[src/rtl/sd_spi_responder.sv]
// SD-card SPI-mode responder: decodes 6-byte command frames, answers with R1 and serves CMD17 block reads.
// Optional build macro SD_CRC_CHECK_EN validates each frame's CRC7 before the command is executed.
module sd_spi_responder #(
  parameter int unsigned BLOCK_LEN = 512,
  parameter int unsigned NCR       = 1,
  parameter int unsigned ADDR_W    = 32
) (
  input  logic              sys_clk,
  input  logic              rst_n,
  input  logic              spi_clk,
  input  logic              CS,
  input  logic              MOSI,
  output logic              MISO,
  output logic              rd_en,
  output logic [ADDR_W-1:0] rd_addr,
  input  logic [7:0]        rd_data,
  output logic              cmd_valid,
  output logic [5:0]        cmd_idx,
  output logic [31:0]       cmd_arg,
  output logic              idle_flag
);

  localparam int unsigned    DCW       = $clog2(BLOCK_LEN + 1);
  localparam logic [DCW-1:0] DATA_LAST = DCW'(BLOCK_LEN - 1);
  localparam logic [2:0]     GAP_LAST  = 3'(NCR - 1);

  typedef enum logic [2:0] {HUNT, ARG, GAP, RESP, TGAP, TOKEN, DATA, CRC} state_t;

  logic [1:0] sclk_sync_q, cs_sync_q, mosi_sync_q;
  logic       sclk_prev_q;
  logic       sclk_s, cs_s, mosi_s, rise, fall, byte_done;
  logic [7:0] rx_byte, tx_next;
  logic       crc_ok;

  state_t              state_q, state_d;
  logic [2:0]          bit_cnt_q, bit_cnt_d;
  logic [6:0]          rx_sh_q, rx_sh_d;
  logic [6:0]          tx_sh_q, tx_sh_d;
  logic                miso_q, miso_d;
  logic                load_pend_q, load_pend_d;
  logic [2:0]          frm_cnt_q, frm_cnt_d;
  logic [2:0]          gap_cnt_q, gap_cnt_d;
  logic [DCW-1:0]      data_cnt_q, data_cnt_d;
  logic [5:0]          idx_nxt_q, idx_nxt_d;
  logic [31:0]         arg_sh_q, arg_sh_d;
  logic [7:0]          r1_q, r1_d;
  logic                rd_go_q, rd_go_d;
  logic [7:0]          data_buf_q, data_buf_d;
  logic                rd_pend_q, rd_pend_d;
  logic                rd_en_q, rd_en_d;
  logic [ADDR_W-1:0]   rd_addr_q, rd_addr_d;
  logic                cmd_valid_q, cmd_valid_d;
  logic [5:0]          cmd_idx_q, cmd_idx_d;
  logic [31:0]         cmd_arg_q, cmd_arg_d;
  logic                idle_q, idle_d;

  assign sclk_s    = sclk_sync_q[1];
  assign cs_s      = cs_sync_q[1];
  assign mosi_s    = mosi_sync_q[1];
  assign rise      = ~cs_s & sclk_s & ~sclk_prev_q;
  assign fall      = ~cs_s & ~sclk_s & sclk_prev_q;
  assign byte_done = rise && (bit_cnt_q == 3'd7);
  assign rx_byte   = {rx_sh_q, mosi_s};

`ifdef SD_CRC_CHECK_EN
  logic [6:0] crc_q, crc_d;

  function automatic logic [6:0] crc7_upd(input logic [6:0] crc, input logic [7:0] b);
    logic [6:0] c;
    logic       fb;
    c = crc;
    for (int unsigned i = 0; i < 8; i++) begin
      fb = c[6] ^ b[7-i];
      c  = {c[5:0], 1'b0} ^ (fb ? 7'h09 : 7'h00);
    end
    return c;
  endfunction

  assign crc_ok = (crc_q == rx_byte[7:1]) && rx_byte[0];
`else
  assign crc_ok = 1'b1;
`endif

  // The state names the byte that goes out on the next byte boundary.
  always_comb begin
    case (state_q)
      RESP:    tx_next = r1_q;
      TOKEN:   tx_next = 8'hFE;
      DATA:    tx_next = data_buf_q;
      default: tx_next = 8'hFF;
    endcase
  end

  always_comb begin
    state_d     = state_q;
    bit_cnt_d   = bit_cnt_q;
    rx_sh_d     = rx_sh_q;
    tx_sh_d     = tx_sh_q;
    miso_d      = miso_q;
    load_pend_d = load_pend_q;
    frm_cnt_d   = frm_cnt_q;
    gap_cnt_d   = gap_cnt_q;
    data_cnt_d  = data_cnt_q;
    idx_nxt_d   = idx_nxt_q;
    arg_sh_d    = arg_sh_q;
    r1_d        = r1_q;
    rd_go_d     = rd_go_q;
    data_buf_d  = data_buf_q;
    rd_pend_d   = rd_en_q;
    rd_en_d     = 1'b0;
    rd_addr_d   = rd_addr_q;
    cmd_valid_d = 1'b0;
    cmd_idx_d   = cmd_idx_q;
    cmd_arg_d   = cmd_arg_q;
    idle_d      = idle_q;
`ifdef SD_CRC_CHECK_EN
    crc_d       = crc_q;
`endif

    if (rd_pend_q) data_buf_d = rd_data;

    if (cs_s) begin
      state_d     = HUNT;
      bit_cnt_d   = '0;
      tx_sh_d     = '0;
      miso_d      = 1'b1;
      load_pend_d = 1'b0;
      rd_pend_d   = 1'b0;
    end else begin
      if (rise) begin
        rx_sh_d   = rx_byte[6:0];
        bit_cnt_d = bit_cnt_q + 3'd1;
      end

      if (byte_done) begin
        load_pend_d = 1'b1;
        case (state_q)
          HUNT: begin
            if (rx_byte[7:6] == 2'b01) begin
              idx_nxt_d = rx_byte[5:0];
              frm_cnt_d = '0;
              state_d   = ARG;
`ifdef SD_CRC_CHECK_EN
              crc_d     = crc7_upd(7'h00, rx_byte);
`endif
            end
          end
          ARG: begin
            if (frm_cnt_q != 3'd4) begin
              arg_sh_d  = {arg_sh_q[23:0], rx_byte};
              frm_cnt_d = frm_cnt_q + 3'd1;
`ifdef SD_CRC_CHECK_EN
              crc_d     = crc7_upd(crc_q, rx_byte);
`endif
            end else begin
              cmd_valid_d = 1'b1;
              cmd_idx_d   = idx_nxt_q;
              cmd_arg_d   = arg_sh_q;
              gap_cnt_d   = '0;
              rd_go_d     = 1'b0;
              state_d     = GAP;
              if (!crc_ok) begin
                r1_d = {7'b0000100, idle_q};
              end else begin
                case (idx_nxt_q)
                  6'd0: begin
                    r1_d   = 8'h01;
                    idle_d = 1'b1;
                  end
                  6'd1, 6'd41: begin
                    r1_d   = 8'h00;
                    idle_d = 1'b0;
                  end
                  6'd17: begin
                    r1_d    = idle_q ? 8'h05 : 8'h00;
                    rd_go_d = ~idle_q;
                  end
                  default: r1_d = {7'b0000010, idle_q};
                endcase
              end
            end
          end
          GAP: begin
            if (gap_cnt_q == GAP_LAST) state_d = RESP;
            else gap_cnt_d = gap_cnt_q + 3'd1;
          end
          RESP:  state_d = rd_go_q ? TGAP : HUNT;
          TGAP:  state_d = TOKEN;
          TOKEN: begin
            data_cnt_d = '0;
            state_d    = DATA;
          end
          DATA: begin
            if (data_cnt_q == DATA_LAST) begin
              frm_cnt_d = '0;
              state_d   = CRC;
            end else begin
              data_cnt_d = data_cnt_q + DCW'(1);
            end
          end
          CRC: begin
            if (frm_cnt_q == 3'd1) state_d = HUNT;
            else frm_cnt_d = frm_cnt_q + 3'd1;
          end
          default: state_d = HUNT;
        endcase
      end

      if (fall) begin
        if (load_pend_q) begin
          load_pend_d = 1'b0;
          miso_d      = tx_next[7];
          tx_sh_d     = tx_next[6:0];
          // Each load prefetches the byte after it, so the last data load issues no read.
          if (state_q == TOKEN) begin
            rd_en_d   = 1'b1;
            rd_addr_d = ADDR_W'(cmd_arg_q);
          end else if (state_q == DATA && data_cnt_q != DATA_LAST) begin
            rd_en_d   = 1'b1;
            rd_addr_d = rd_addr_q + ADDR_W'(1);
          end
        end else begin
          miso_d  = tx_sh_q[6];
          tx_sh_d = {tx_sh_q[5:0], 1'b1};
        end
      end
    end
  end

  always_ff @(posedge sys_clk or negedge rst_n) begin
    if (!rst_n) begin
      sclk_sync_q <= '0;
      cs_sync_q   <= '1;
      mosi_sync_q <= '1;
      sclk_prev_q <= 1'b0;
      state_q     <= HUNT;
      bit_cnt_q   <= '0;
      rx_sh_q     <= '0;
      tx_sh_q     <= '1;
      miso_q      <= 1'b1;
      load_pend_q <= 1'b0;
      frm_cnt_q   <= '0;
      gap_cnt_q   <= '0;
      data_cnt_q  <= '0;
      idx_nxt_q   <= '0;
      arg_sh_q    <= '0;
      r1_q        <= 8'hFF;
      rd_go_q     <= 1'b0;
      data_buf_q  <= '0;
      rd_pend_q   <= 1'b0;
      rd_en_q     <= 1'b0;
      rd_addr_q   <= '0;
      cmd_valid_q <= 1'b0;
      cmd_idx_q   <= '0;
      cmd_arg_q   <= '0;
      idle_q      <= 1'b1;
`ifdef SD_CRC_CHECK_EN
      crc_q       <= '0;
`endif
    end else begin
      sclk_sync_q <= {sclk_sync_q[0], spi_clk};
      cs_sync_q   <= {cs_sync_q[0], CS};
      mosi_sync_q <= {mosi_sync_q[0], MOSI};
      sclk_prev_q <= sclk_s;
      state_q     <= state_d;
      bit_cnt_q   <= bit_cnt_d;
      rx_sh_q     <= rx_sh_d;
      tx_sh_q     <= tx_sh_d;
      miso_q      <= miso_d;
      load_pend_q <= load_pend_d;
      frm_cnt_q   <= frm_cnt_d;
      gap_cnt_q   <= gap_cnt_d;
      data_cnt_q  <= data_cnt_d;
      idx_nxt_q   <= idx_nxt_d;
      arg_sh_q    <= arg_sh_d;
      r1_q        <= r1_d;
      rd_go_q     <= rd_go_d;
      data_buf_q  <= data_buf_d;
      rd_pend_q   <= rd_pend_d;
      rd_en_q     <= rd_en_d;
      rd_addr_q   <= rd_addr_d;
      cmd_valid_q <= cmd_valid_d;
      cmd_idx_q   <= cmd_idx_d;
      cmd_arg_q   <= cmd_arg_d;
      idle_q      <= idle_d;
`ifdef SD_CRC_CHECK_EN
      crc_q       <= crc_d;
`endif
    end
  end

  assign MISO      = miso_q;
  assign rd_en     = rd_en_q;
  assign rd_addr   = rd_addr_q;
  assign cmd_valid = cmd_valid_q;
  assign cmd_idx   = cmd_idx_q;
  assign cmd_arg   = cmd_arg_q;
  assign idle_flag = idle_q;

endmodule

[config.mk]
export PLATFORM = sky130hd
export DESIGN_NAME = sd_spi_responder
export DESIGN_NICKNAME = d
export VERILOG_FILES = /design/src/rtl/sd_spi_responder.sv
export SDC_FILE = /design/constraint.sdc
export NUM_CORES = 1
export LEC_CHECK = 0
export CAP_MARGIN = 20
export CORE_ASPECT_RATIO = 0.75
export CORE_MARGIN = 1
export CORE_UTILIZATION = 49
export DETAILED_ROUTE_END_ITERATION = 7
export PLACE_DENSITY = 0.76
export SYNTH_ARGS = -nofsm -noshare
export SYNTH_HDL_FRONTEND = slang
export SYNTH_SLANG_ARGS = --single-unit
[constraint.sdc]
create_clock -name sys_clk -period 4 [get_ports sys_clk]
set_clock_uncertainty 0.05 [all_clocks]
set_input_delay 0.8 -clock sys_clk [delete_from_list [all_inputs] [get_ports sys_clk]]
set_output_delay 0.8 -clock sys_clk [all_outputs]
set_load 0.005 [all_outputs]
# --- Yosys cells after proc, flatten, opt, wreduce, memory -nomap -nowiden ---
# Cells that the tools add are included.
op_classes:
  addsub: 5
  n_mul: 0
  div: 0
  order_cmp: 0
  n_eq_ne: 28
  shift: 0
  muxes: 48
  n_bitwise: 9
  n_reduce_logical: 24
op_table:
  columns: ["op", "count"]
  rows:
  - ["32-bit two-way mux", 2]
  - ["3-bit two-way mux", 17]
  - ["32-bit by 1-bit adder with 32-bit output (second input constant)", 1]
  - ["3-bit case mux with 8 select lines", 1]
  - ["8-bit case mux with 3 select lines", 1]
  - ["7-bit two-way mux", 3]
  - ["10-bit case mux with 2 select lines", 1]
  - ["4-bit AND reduction", 5]
  - ["1-bit two-way mux", 18]
  - ["3-bit != test (second input constant)", 6]
  - ["3-bit equality test (second input constant)", 5]
  - ["2-bit != test (second input constant)", 7]
  - ["2-bit nonzero test", 7]
  - ["3-bit case mux with 4 select lines", 1]
  - ["10-bit by 1-bit adder with 10-bit output (second input constant)", 1]
  - ["10-bit by 9-bit equality test with 1-bit output (second input constant)", 1]
  - ["10-bit two-way mux", 1]
  - ["10-bit by 9-bit != test with 1-bit output (second input constant)", 1]
  - ["5-bit AND reduction", 2]
  - ["3-bit by 1-bit adder with 3-bit output (second input constant)", 3]
  - ["3-bit case mux with 3 select lines", 1]
  - ["7-bit AND reduction", 1]
  - ["3-bit by 1-bit equality test with 1-bit output (second input constant)", 2]
  - ["3-bit by 2-bit equality test with 1-bit output (second input constant)", 2]
  - ["15 further kinds", 24]
word_totals:
  regBits: 174
  latchBits: 0
  mem_bits_rw: 0
  romBits: 0
  input_bits: 13
  out_inout_bits: 74
  wordCells: 139
  mem_count: 0

# --- Logic depth before layout (Yosys ltp) ---
# Gate-level depths: netlist (run 1).
depth:
  ltp_word: 8
  mapped_depth: 9
  mapped_depth_nobuf: 8

# --- Worst setup path before layout (run 1) ---
# No wires, ideal clock.
synth_path:
  path_type: "reg2reg"
  from: "register bit_cnt_q[0]"
  to: "register rd_go_q"
  setup_time_ns: 0.121
  t_arrival_ns: 1.829
  required_ns: 3.829
  slack_ns: 1.999
  stages_incl_launch_ff: 10
  n_path_buf: 3
  synth_period_minus_slack_ns: 2.001
  path_cell_list: "dfrtp_1 ha_1 ha_1 nand4bb_1 buf_2 or4_4 buf_6 buf_6 nand2_1 o21ai_1"
synth_between:
  elab_chain_cells: 3
synth_rtl:
  columns: ["element", "line", "source"]
  rows:
  - ["start: declaration", "36", "logic [2:0] bit_cnt_q, bit_cnt_d;"]
  - ["start signal: assignment", "266", "bit_cnt_q <= bit_cnt_d;"]
  - ["3-bit equality test", "62", "assign byte_done = rise && (bit_cnt_q == 3'd7);"]
  - ["1-bit logical AND", "62", null]
  - ["4-bit AND reduction (no source line)", null, null]
  - ["end signal: assignment", "277", "rd_go_q <= rd_go_d;"]
  - ["end: declaration", "47", "logic rd_go_q, rd_go_d;"]
# Every way passes these cells.
# A chain may end at the register's enable or synchronous reset.

# --- Worst setup path after layout (run 1) ---
layout_path:
  from: "register data_cnt_q[0]"
  to: "register rd_addr_q[4] (netlist: rd_addr[4])"
layout_between:
  elab_chain_cells: 4
layout_rtl:
  columns: ["element", "line", "source"]
  rows:
  - ["start: declaration", "43", "logic [DCW-1:0] data_cnt_q, data_cnt_d;"]
  - ["start signal: assignment", "273", "data_cnt_q <= data_cnt_d;"]
  - ["10-bit by 9-bit != test with 1-bit output", "218", "end else if (state_q == DATA && data_cnt_q != DATA_LAST) begin"]
  - ["1-bit logical AND", "218", null]
  - ["2-bit nonzero test (no source line)", null, null]
  - ["4-bit AND reduction (no source line)", null, null]
  - ["end signal: assignment", "281", "rd_addr_q <= rd_addr_d;"]
  - ["end: declaration", "51", "logic [ADDR_W-1:0] rd_addr_q, rd_addr_d;"]
# Every way passes these cells.

==> reports/results.tsv, run 1 <==
stage	metric	value	unit
drt	iteration-0 DRC count of the detailed router	496	
synthesis	post-synth top area share	0.4868	
synthesis	Compound-Gate Fraction of Synth Area	0.1203	
power	leakage	4.248	nW
power	clock network power share	0.474	
setup_path	crit-path max FO	40	
power	Net Sw Frac	0.2174	
synthesis	mux contribution to synthesized area	0.08225	
sta	Final Hold Viols	0	
grt	first-pass GRT wire length	31220	um
floorplan	io pins	87	
sta	final max-slew violation count	0	
setup_path	crit path capture type	register	
synthesis	most frequent cell after synthesis	nand2_1	
synthesis	Commonest cells post-synth	nand2_1, dfrtp_1, mux2_2	
cts	CTS resizes	0	
power	P_sw	0.7771	mW
placement	hpwl dp	12600	um
final_layout	Ant. Diodes	0	
sta	fin crit period	2.737	ns
cts	clock root cell	clkbuf_16	
sta	fin crit share	0.6842	
power	P_int	2.798	mW
final_layout	Syn-to-layout area delta	20.09	%
status	outcome	completed	
grt	initial antenna violation count	0	
final_layout	Nets	857	
synthesis	Yosys Warn Count	0	
grt	largest net degree at the start of global routing	72	
power	power density over the cells	378.5	nW/um^2
final_layout	Post-Layout Cell Count	1052	
grt	gr ovfl total	0	
cts	clk buf depth	2	
worst_hold_path	Hold Path Class	reg -> reg	
synthesis	Syn Area/Cell	10.36	um^2
sta	slew margin rel.	0.3362	
cts	Setup Buffers After CTS	0	
placement	Cells after DPL	1021	
floorplan	Std-Cell Rows	39	
floorplan	Die Width	148.3	um
synthesis	area leader, netlist	dfrtp_1	
floorplan	Core Area	15470	um^2
drt	WL/cell	17.74	um
synthesis	top_reg_cell synth	dfrtp_1	
synthesis	largest family of logic cells by synthesized area	simple AND/OR/NAND/NOR gates	
cts	clk slew on worst S/H paths	0.06	ns
synthesis	Seq/Total Area, Yosys	0.5402	
sta	Worst-Margin Slew	0.9881	ns
sta	RSZ-0062 raised after global routing	no	
drt	DRT Pass-1 Iters	6	
setup_path	Worst EP required	4.23	ns
power	Gate power share	0.028	
cts	clk sinks	169	
drt	vias per cell	5.745	
setup_path	r2r setup slk	1.26	ns
placement	Routability Congestion	0.8863	
synthesis	Mapped Nets	781	
synthesis	Synth async-reset ratio	1.000	
drt	Post-route DRC	0	
flow_run	max cap viols	0	
synthesis	synthesized area	7865	um^2
synthesis	post-synthesis simple-gate area fraction	0.1944	
setup_path	WP data arrival	2.97	ns
synthesis	Post-Syn Instances	759	
floorplan	die area	16570	um^2
cts	CTS Buf Count	17	
sta	fmax	365.4	MHz
power	peak supply drop	0.0002775	V
cts	insertion delay to the later sink of the worst-skew pair	0.42	ns
power	part of the power in registers	0.498	
synthesis	adder-cell share of the synthesized area	0.01432	
setup_path	Startpoint Class	register	
cts	H-tree lvl count	4	
floorplan	Initial Util	0.5085	
synthesis	post-synthesis xor/xnor area fraction	0.01002	
synthesis	synth top area cells	dfrtp_1, nand2_1, mux2_2	
floorplan	Chip Height	111.7	um
sta	setup violators final	0	
setup_path	Crit Path Category	reg -> reg	
synthesis	EDFF count, synth	0	
cts	CTS tree	done	
grt	GRT Overall Usage	0.2425	
final_layout	proportion of layout cells with a drive suffix above 1	0.1523	
synthesis	post-synthesis register bit count	169	
drt	Post-DRT Antenna Nets	0	
grt	vias in the first global route	5788	
drt	DR vias	6044	
placement	I/O Buffers	86	
sta	final setup TNS	0	ns
cts	CTS Hold Bufs	0	
synthesis	synth unique cells	68	
drt	detailed-route wire length	18670	um
-- kinds of logic (layout without fill, tap and decap cells) --
logic type | count (synthesis) | count (layout)
AOI/OAI and AO/OA | 141 | 141
xor gates and xnor gates | 9 | 9
and+or+nand+nor | 317 | 317
DFF | 169 | 169
muxes | 58 | 58
adders and majority gates | 9 | 9
buffers and inverters | 56 | 144
-- power by group through the flow --
stage	Combinational, mW	Sequential, mW	Clock, mW
floorplan	0.0435	1.80	0
finish	0.0987	1.78	1.69
global placement	0.0996	1.81	0
CTS	0.103	1.78	1.71
detailed placement	0.102	1.81	0
global route	0.112	1.79	1.81
-- critical path: stages (launching register included) --
cell and delay [ns]:
dfrtp_1 0.41, ha_1 0.20, and3_1 0.26, a31o_2 0.28
a21o_1 0.14, buf_4 0.29, clkinv_2 0.54, a21oi_1 0.35
a21oi_1 0.07
-- state kept, by name, summed over array words and instances (netlist names), 6 cells and up --
register and flops:
arg_sh_q 32, rd_addr 32, idx_nxt_q 6, data_buf_q 8, cmd_idx 6, cmd_arg 32, rx_sh_q 7, tx_sh_q 7
data_cnt_q 10
-- placed cells by master (no fill, tap or decap), types with 7 or more instances in the layout --
cell / count
clkbuf_16: 17
clkdlybuf4s50_1: 85
xnor2_1: 7
o21ai_0: 27
nand4_1: 16
a21oi_1: 37
o22ai_1: 14
buf_4: 10
nand2_1: 165
mux2_2: 52
and3_1: 10
dfstp_2: 16
nor2_1: 40
inv_1: 14
dfrtp_1: 153
ha_1: 9
nor3_1: 9
nand3_1: 29
a2bb2oi_1: 9
-- worst paths after layout --
kind	startpoint	to	cells after the start
min in group asynchronous	rst_n	data_buf_q[3]$_DFFE_PN0P_	1
min	sclk_sync_q[0]$_DFF_PN0_	sclk_sync_q[1]$_DFF_PN0_	0
max in group asynchronous	rst_n	tx_sh_q[6]$_DFFE_PN1P_	2
max reg2reg	data_cnt_q[0]$_DFFE_PN0P_	rd_addr[4]$_DFFE_PN0P_	8
min reg2reg	sclk_sync_q[0]$_DFF_PN0_	sclk_sync_q[1]$_DFF_PN0_	0
max	data_cnt_q[0]$_DFFE_PN0P_	rd_addr[4]$_DFFE_PN0P_	8
-- through the flow --
step | setup slack [ns] | power (mW) | hold WS (ns) | util | area (um^2)
2_1_floorplan | 1.999 | 1.843 | 0.2812 | - | 7865
3_3_place_gp | 1.435 | 1.910 | 0.2861 | 0.5713 | 8837
6_report | 1.263 | 3.575 | 0.2970 | 0.6106 | 9445
4_1_cts | 1.294 | 3.598 | 0.3001 | 0.6106 | 9445
3_5_place_dp | 1.307 | 1.915 | 0.2864 | 0.5713 | 8837
5_1_grt | 1.058 | 3.712 | 0.3064 | 0.6106 | 9445
-- layout make-up --
cell class / instances / area [um^2]
Fill cell: 1266 / 6023
Sequential cell: 169 / 4249
Multi-Input combinational cell: 534 / 3313
Timing Repair Buffer: 97 / 957.2
Clock buffer: 19 / 442.9
Tap cell: 205 / 256.5
Clock inverter: 12 / 165.2
Inverter: 16 / 61.31
-- metal layers --
layer	vias up	wire length, um	GRT usage
met5	-	0	0
met4	0	217	0.06254
met3	21	1250	0.06393
met2	227	8000	0.3352
met1	2954	9197	0.3744
li1	2842	-	-
Power figures use the tool's default switching activity.
==> run 2, diff against run 1 <==
==> constraint.sdc (replaced) <==
create_clock -name sys_clk -period 2.78 [get_ports sys_clk]
set_clock_uncertainty 0.05 [all_clocks]
set_input_delay 0.556 -clock sys_clk [delete_from_list [all_inputs] [get_ports sys_clk]]
set_output_delay 0.556 -clock sys_clk [all_outputs]
set_load 0.005 [all_outputs]
==> run 2 against run 1 <==
Net effect: worst setup slack got worse by 0.72 ns; critical path type unchanged; highest routed layer unchanged; critical endpoint is now rd_addr[23]$_DFFE_PN0P_; design area rose by 0.69%; largest cell class unchanged; global-route usage down 0.49 points.
==> reports/results.tsv, run 2 (synthesis results as in run 1) <==
stage	metric	value	unit
sta	RSZ-0062 raised after global routing	no	
cts	H-tree lvl count	4	
grt	initial antenna violation count	0	
power	P_sw	1.124	mW
floorplan	Chip Height	111.7	um
setup_path	reg2reg start	rd_addr[9]$_DFFE_PN0P_	
power	part of the power in registers	0.511	
grt	vias in the first global route	5757	
setup_path	slowest stage cell, crit path	nor4b_4	
cts	CTS tree	done	
grt	largest net degree at the start of global routing	59	
sta	final max-slew violation count	0	
final_layout	post-route cell area	9510	um^2
cts	clk sinks	169	
drt	iteration-0 DRC count of the detailed router	663	
sta	fmax	446.8	MHz
sta	slew margin rel.	0.5516	
drt	DR vias	6110	
final_layout	proportion of layout cells with a drive suffix above 1	0.1585	
final_layout	Post-Layout Cell Count	1057	
placement	I/O Buffers	86	
setup_path	WP data arrival	2.49	ns
cts	clk slew on worst S/H paths	0.06	ns
power	Net Sw Frac	0.2241	
drt	vias per cell	5.781	
drt	detailed-route wire length	18380	um
cts	CTS resizes	0	
status	outcome	completed	
setup_path	Crit Path Category	reg -> reg	
sta	fin crit period	2.238	ns
placement	placed inst area	8930	um^2
floorplan	Std-Cell Rows	39	
placement	Cells after DPL	1025	
grt	first-pass GRT wire length	30560	um
placement	Routability Congestion	0.8904	
power	peak supply drop	0.0004505	V
floorplan	Die Width	148.3	um
final_layout	Fill cells	1229	
final_layout	most common library cell in the layout ignoring fill and taps	nand2_1	
setup_path	crit-path max FO	10	
cts	clock root cell	clkbuf_16	
final_layout	Syn-to-layout area delta	20.92	%
drt	Post-route DRC	0	
sta	Worst-Margin Slew	0.6701	ns
placement	dpl ws	0.5694	ns
grt	gr ovfl total	0	
worst_hold_path	Hold Path Class	in -> async	
power	Overall Power	5.018	mW
power	power density over the cells	527.6	nW/um^2
setup_path	crit-path max cell delay	0.60	ns
cts	insertion delay to the later sink of the worst-skew pair	0.43	ns
setup_path	Worst EP required	3.03	ns
floorplan	Core Area	15470	um^2
drt	Post-DRT Antenna Nets	0	
power	leakage	4.277	nW
sta	setup violators final	0	
power	clock network power share	0.460	
sta	Final Hold Viols	0	
sta	Final WS setup	0.5417	ns
sta	Hold WS	0.01982	ns
floorplan	die area	16570	um^2
sta	fin crit share	0.8051	
setup_path	crit path capture type	register	
power	P_int	3.893	mW
setup_path	Worst R2R End	rd_addr[23]$_DFFE_PN0P_	
drt	WL/cell	17.39	um
cts	clk buf depth	2	
cts	CTS Buf Count	17	
final_layout	Ant. Diodes	0	
floorplan	io pins	87	
final_layout	Nets	861	
placement	hpwl dp	12730	um
drt	DRT Pass-1 Iters	5	
cts	CTS Hold Bufs	0	
setup_path	Startpoint Class	register	
final_layout	most frequent cells in the layout	nand2_1, dfrtp_1, clkdlybuf4s50_1	
power	Gate power share	0.028	
cts	Setup Buffers After CTS	0	
setup_path	r2r setup slk	0.54	ns
flow_run	max cap viols	0	
setup_path	CP cell instances	and3_1 > nor4b_4 > nand3_1 > o22ai_1 > a2bb2oi_1	
final_layout	Util after Layout	0.6148	
floorplan	Initial Util	0.5085	
setup_path	worst reg2reg path depth	5	
grt	GRT Overall Usage	0.2376	
sta	final setup TNS	0	ns
run 2: power groups by stage:
| stage | Clock [mW] | Combinational (mW) | Sequential (mW) |
|---|---|---|---|
| 2_1_floorplan | 0 | 0.0627 | 2.59 |
| 3_3_place_gp | 0 | 0.144 | 2.61 |
| 3_5_place_dp | 0 | 0.147 | 2.61 |
| 4_1_cts | 2.34 | 0.148 | 2.56 |
| 5_1_grt | 2.46 | 0.162 | 2.57 |
| 6_report | 2.31 | 0.143 | 2.57 |
run 2: final cells by class:
| class | instances | area, um^2 | area share |
|---|---|---|---|
| clock buffer | 20 | 466.7 | 0.04907 |
| clock inverter | 12 | 113.9 | 0.01197 |
| inverter | 16 | 61.31 | 0.006447 |
| multi-input combinational | 534 | 3313 | 0.3484 |
| sequential | 169 | 4249 | 0.4468 |
| tap | 205 | 256.5 | 0.02697 |
| timing repair buffer | 101 | 1050 | 0.1104 |
run 2: worst max-delay path, delay by kind of cell, from the launching register on:
family / cells / cell delay (ns)
DFF: 1 / 0.42
and+or+nand+nor: 3 / 1.37
AOI/OAI and AO/OA: 2 / 0.29
run 2: worst max-delay path by stage:
stage	startpoint	to	slack, ns	cells after the start
finish	rd_addr[9]$_DFFE_PN0P_	rd_addr[23]$_DFFE_PN0P_	0.54	5
global route	rd_addr[8]$_DFFE_PN0P_	rd_addr[29]$_DFFE_PN0P_	0.37	5
CTS	bit_cnt_q[0]$_DFFE_PN0P_	arg_sh_q[27]$_DFFE_PN0P_	0.55	7
detailed placement	bit_cnt_q[0]$_DFFE_PN0P_	arg_sh_q[27]$_DFFE_PN0P_	0.57	7
global placement	bit_cnt_q[0]$_DFFE_PN0P_	arg_sh_q[28]$_DFFE_PN0P_	0.63	7
floorplan	bit_cnt_q[0]$_DFFE_PN0P_	rd_go_q$_DFFE_PN0P_	0.78	9
run 2: metal layers:
metal,vias up,share of wire,global-route usage
li1,2871,-,-
met1,2996,0.50,0.3738
met2,224,0.42,0.3221
met3,19,0.070,0.05082
met4,0,0.012,0.07698
met5,-,0,0
==> run 3, diff against run 2 <==
--- a/config.mk
+++ b/config.mk
@@ -10,7 +10,7 @@
 export CORE_MARGIN = 1
 export CORE_UTILIZATION = 49
 export DETAILED_ROUTE_END_ITERATION = 7
-export PLACE_DENSITY = 0.76
+export PLACE_DENSITY = 0.79
 export SYNTH_ARGS = -nofsm -noshare
 export SYNTH_HDL_FRONTEND = slang
 export SYNTH_SLANG_ARGS = --single-unit
==> constraint.sdc (replaced) <==
create_clock -name sys_clk -period 1.9 [get_ports sys_clk]
set_clock_uncertainty 0.05 [all_clocks]
set_input_delay 0.38 -clock sys_clk [delete_from_list [all_inputs] [get_ports sys_clk]]
set_output_delay 0.38 -clock sys_clk [all_outputs]
set_load 0.005 [all_outputs]
==> run 3 against run 2 <==
Net effect: the run now ends with setup timing left; first-iteration DRC count grew 19%; design area grew 15%; core utilization grew 9.3 points; power grew 53%; wire length grew 30%; clock power grew 58%; count of clock-buffer cells in the layout shrank 2; critical path depth grew 3; highest routed layer unchanged.
==> reports/results.tsv, run 3 (synthesis results as in run 1) <==
stage	metric	value	unit
status	outcome	complete, but fails checks	
status	failing checks	setup timing	
setup_path	Crit Path Category	reg -> reg	
setup_path	WP data arrival	2.34	ns
worst_hold_path	Hold Path Stages	1	
grt	initial antenna violation count	0	
setup_path	Worst EP required	2.17	ns
sta	fmax	484.6	MHz
setup_path	worst reg2reg path depth	8	
setup_path	Worst R2R End	rd_go_q$_DFFE_PN0P_	
placement	hpwl dp	14230	um
worst_hold_path	worst hold endpoint	cs_sync_q[0]$_DFF_PN1_	
setup_path	crit-path max FO	11	
placement	I/O Buffers	86	
setup_path	Startpoint Class	register	
grt	gr ovfl total	0	
sta	fin crit share	1.086	
setup_path	crit-path max cell delay	0.65	ns
power	leakage	4.952	nW
final_layout	proportion of layout cells with a drive suffix above 1	0.2920	
drt	Post-DRT Antenna Nets	0	
drt	iteration-0 DRC count of the detailed router	791	
final_layout	Nets	944	
drt	Post-route DRC	0	
flow_run	max cap viols	0	
sta	final max-slew violation count	0	
power	power density over the cells	700.7	nW/um^2
sta	final setup TNS	-9.026	ns
drt	DRT Pass-1 Iters	6	
power	P_int	5.906	mW
drt	DR vias	6953	
floorplan	Die Width	148.3	um
cts	clk sinks	169	
setup_path	r2r setup slk	-0.16	ns
cts	clk slew on worst S/H paths	0.07	ns
floorplan	die area	16570	um^2
cts	CTS Buf Count	17	
cts	clk buf depth	2	
cts	CTS tree	done	
setup_path	reg2reg start	bit_cnt_q[0]$_DFFE_PN0P_	
final_layout	Syn-to-layout area delta	39.13	%
final_layout	most common library cell in the layout ignoring fill and taps	nand2_1	
power	clock network power share	0.476	
grt	GRT Overall Usage	0.2709	
setup_path	slowest stage cell, crit path	or4_4	
sta	Worst-Margin Slew	0.4955	ns
drt	vias per cell	6.099	
sta	slew margin rel.	0.6666	
power	Gate power share	0.033	
sta	setup violators final	80	
setup_path	most frequent CP cell	ha_4	
floorplan	Core Area	15470	um^2
power	part of the power in registers	0.490	
sta	fin crit period	2.064	ns
final_layout	most frequent cells in the layout	nand2_1, dfrtp_1, clkdlybuf4s50_1	
floorplan	Std-Cell Rows	39	
placement	Routability Congestion	0.9313	
grt	vias in the first global route	6370	
floorplan	io pins	87	
final_layout	Ant. Diodes	0	
grt	first-pass GRT wire length	34510	um
sta	Final Hold Viols	0	
sta	RSZ-0062 raised after global routing	yes	
worst_hold_path	hold path start	CS	
drt	WL/cell	20.94	um
floorplan	Chip Height	111.7	um
cts	insertion delay to the later sink of the worst-skew pair	0.43	ns
drt	detailed-route wire length	23870	um
placement	dpl ws	-0.1574	ns
worst_hold_path	Hold Path Class	in -> reg	
cts	H-tree lvl count	4	
setup_path	crit path capture type	register	
power	Overall Power	7.667	mW
sta	Final WS setup	-0.1636	ns
final_layout	Util after Layout	0.7074	
power	P_sw	1.761	mW
floorplan	Initial Util	0.5085	
cts	clock root cell	clkbuf_16	
power	peak supply drop	0.0007341	V
power	Net Sw Frac	0.2297	
setup_path	CP cell instances	ha_4 > ha_4 > nand4bb_4 > or4_4 > buf_4 > buf_6 > nand2_1 > o21ai_1	
grt	largest net degree at the start of global routing	47	
[run 3: cell count changes in the layout (fill, tap and decap cells not counted), sizes merged]
| cell | delta |
|---|---|
| dlymetal6s2s | +1 |
| dlygate4sd3 | +1 |
| buf | +77 |
| dlygate4sd2 | +2 |
| bufinv | +2 |
| clkbuf | +3 |
| clkinvlp | -3 |
| clkdlybuf4s50 | -3 |
| inv | +3 |
[run 3: timing repair]
action                                  in CTS  in global routing
gates cloned                                 3                  6
resized for setup                           53                 98
endpoints found under the setup margin     106                125
pin swaps                                    5                 17
hold buffers                                 1                  0
setup buffers                                5                 15
hold endpoints to repair                    39                  0
[run 3: routing by layer]
metal | GRT usage | part of all wire | up-vias
li1 | - | - | 3025
met1 | 0.3990 | 0.42 | 3455
met2 | 0.3966 | 0.46 | 407
met3 | 0.06967 | 0.099 | 66
met4 | 0.07285 | 0.022 | 0
met5 | 0 | 0 | -
[run 3: how the worst max path moves through the flow]
stage | start | endpoint | slack [ns] | depth (start not counted)
after floorplan | bit_cnt_q[0]$_DFFE_PN0P_ | rd_go_q$_DFFE_PN0P_ | -0.06 | 9
after global placement | bit_cnt_q[0]$_DFFE_PN0P_ | arg_sh_q[25]$_DFFE_PN0P_ | -0.10 | 7
after detailed placement | bit_cnt_q[0]$_DFFE_PN0P_ | arg_sh_q[3]$_DFFE_PN0P_ | -0.16 | 7
after CTS | bit_cnt_q[0]$_DFFE_PN0P_ | cmd_arg[9]$_DFFE_PN0P_ | -0.16 | 9
after global routing | bit_cnt_q[0]$_DFFE_PN0P_ | cmd_idx[2]$_DFFE_PN0P_ | -0.23 | 8
final | bit_cnt_q[0]$_DFFE_PN0P_ | rd_go_q$_DFFE_PN0P_ | -0.16 | 8
[run 3: cell type report]
type	instances	area (um^2)
timing repair buffer	184	1939
multi-input combinational	534	3791
clock inverter	14	186.4
fill	983	4526
inverter	16	80.08
sequential	169	4260
tap	205	256.5
clock buffer	18	429.2
[run 3: worst max-delay path: cells and delay by family, from the launching register on]
family | cells | cell delay (ns)
AOI/OAI and AO/OA | 1 | 0.06
buffers and inverters | 2 | 0.31
DFF | 1 | 0.39
and+or+nand+nor | 3 | 0.84
adders and majority gates | 2 | 0.28
[run 3: stage by stage]
stage | instance area, um^2 | hold slack [ns] | cells
after detailed placement | 9399 | 0.2847 | 1079
after global placement | 9399 | 0.2843 | 1079
after CTS | 10340 | 0.2818 | 1120
after floorplan | 7896 | 0.03441 | 759
final | 10940 | 0.2920 | 1140
after global routing | 10940 | 0.2827 | 1140
[run 3: power by group through the flow]
stage | clock network (mW) | logic (mW) | registers, mW
floorplan | 0 | 0.0917 | 3.79
global placement | 0 | 0.231 | 3.81
detailed placement | 0 | 0.239 | 3.82
CTS | 3.68 | 0.243 | 3.75
global route | 3.83 | 0.284 | 3.77
finish | 3.65 | 0.255 | 3.76
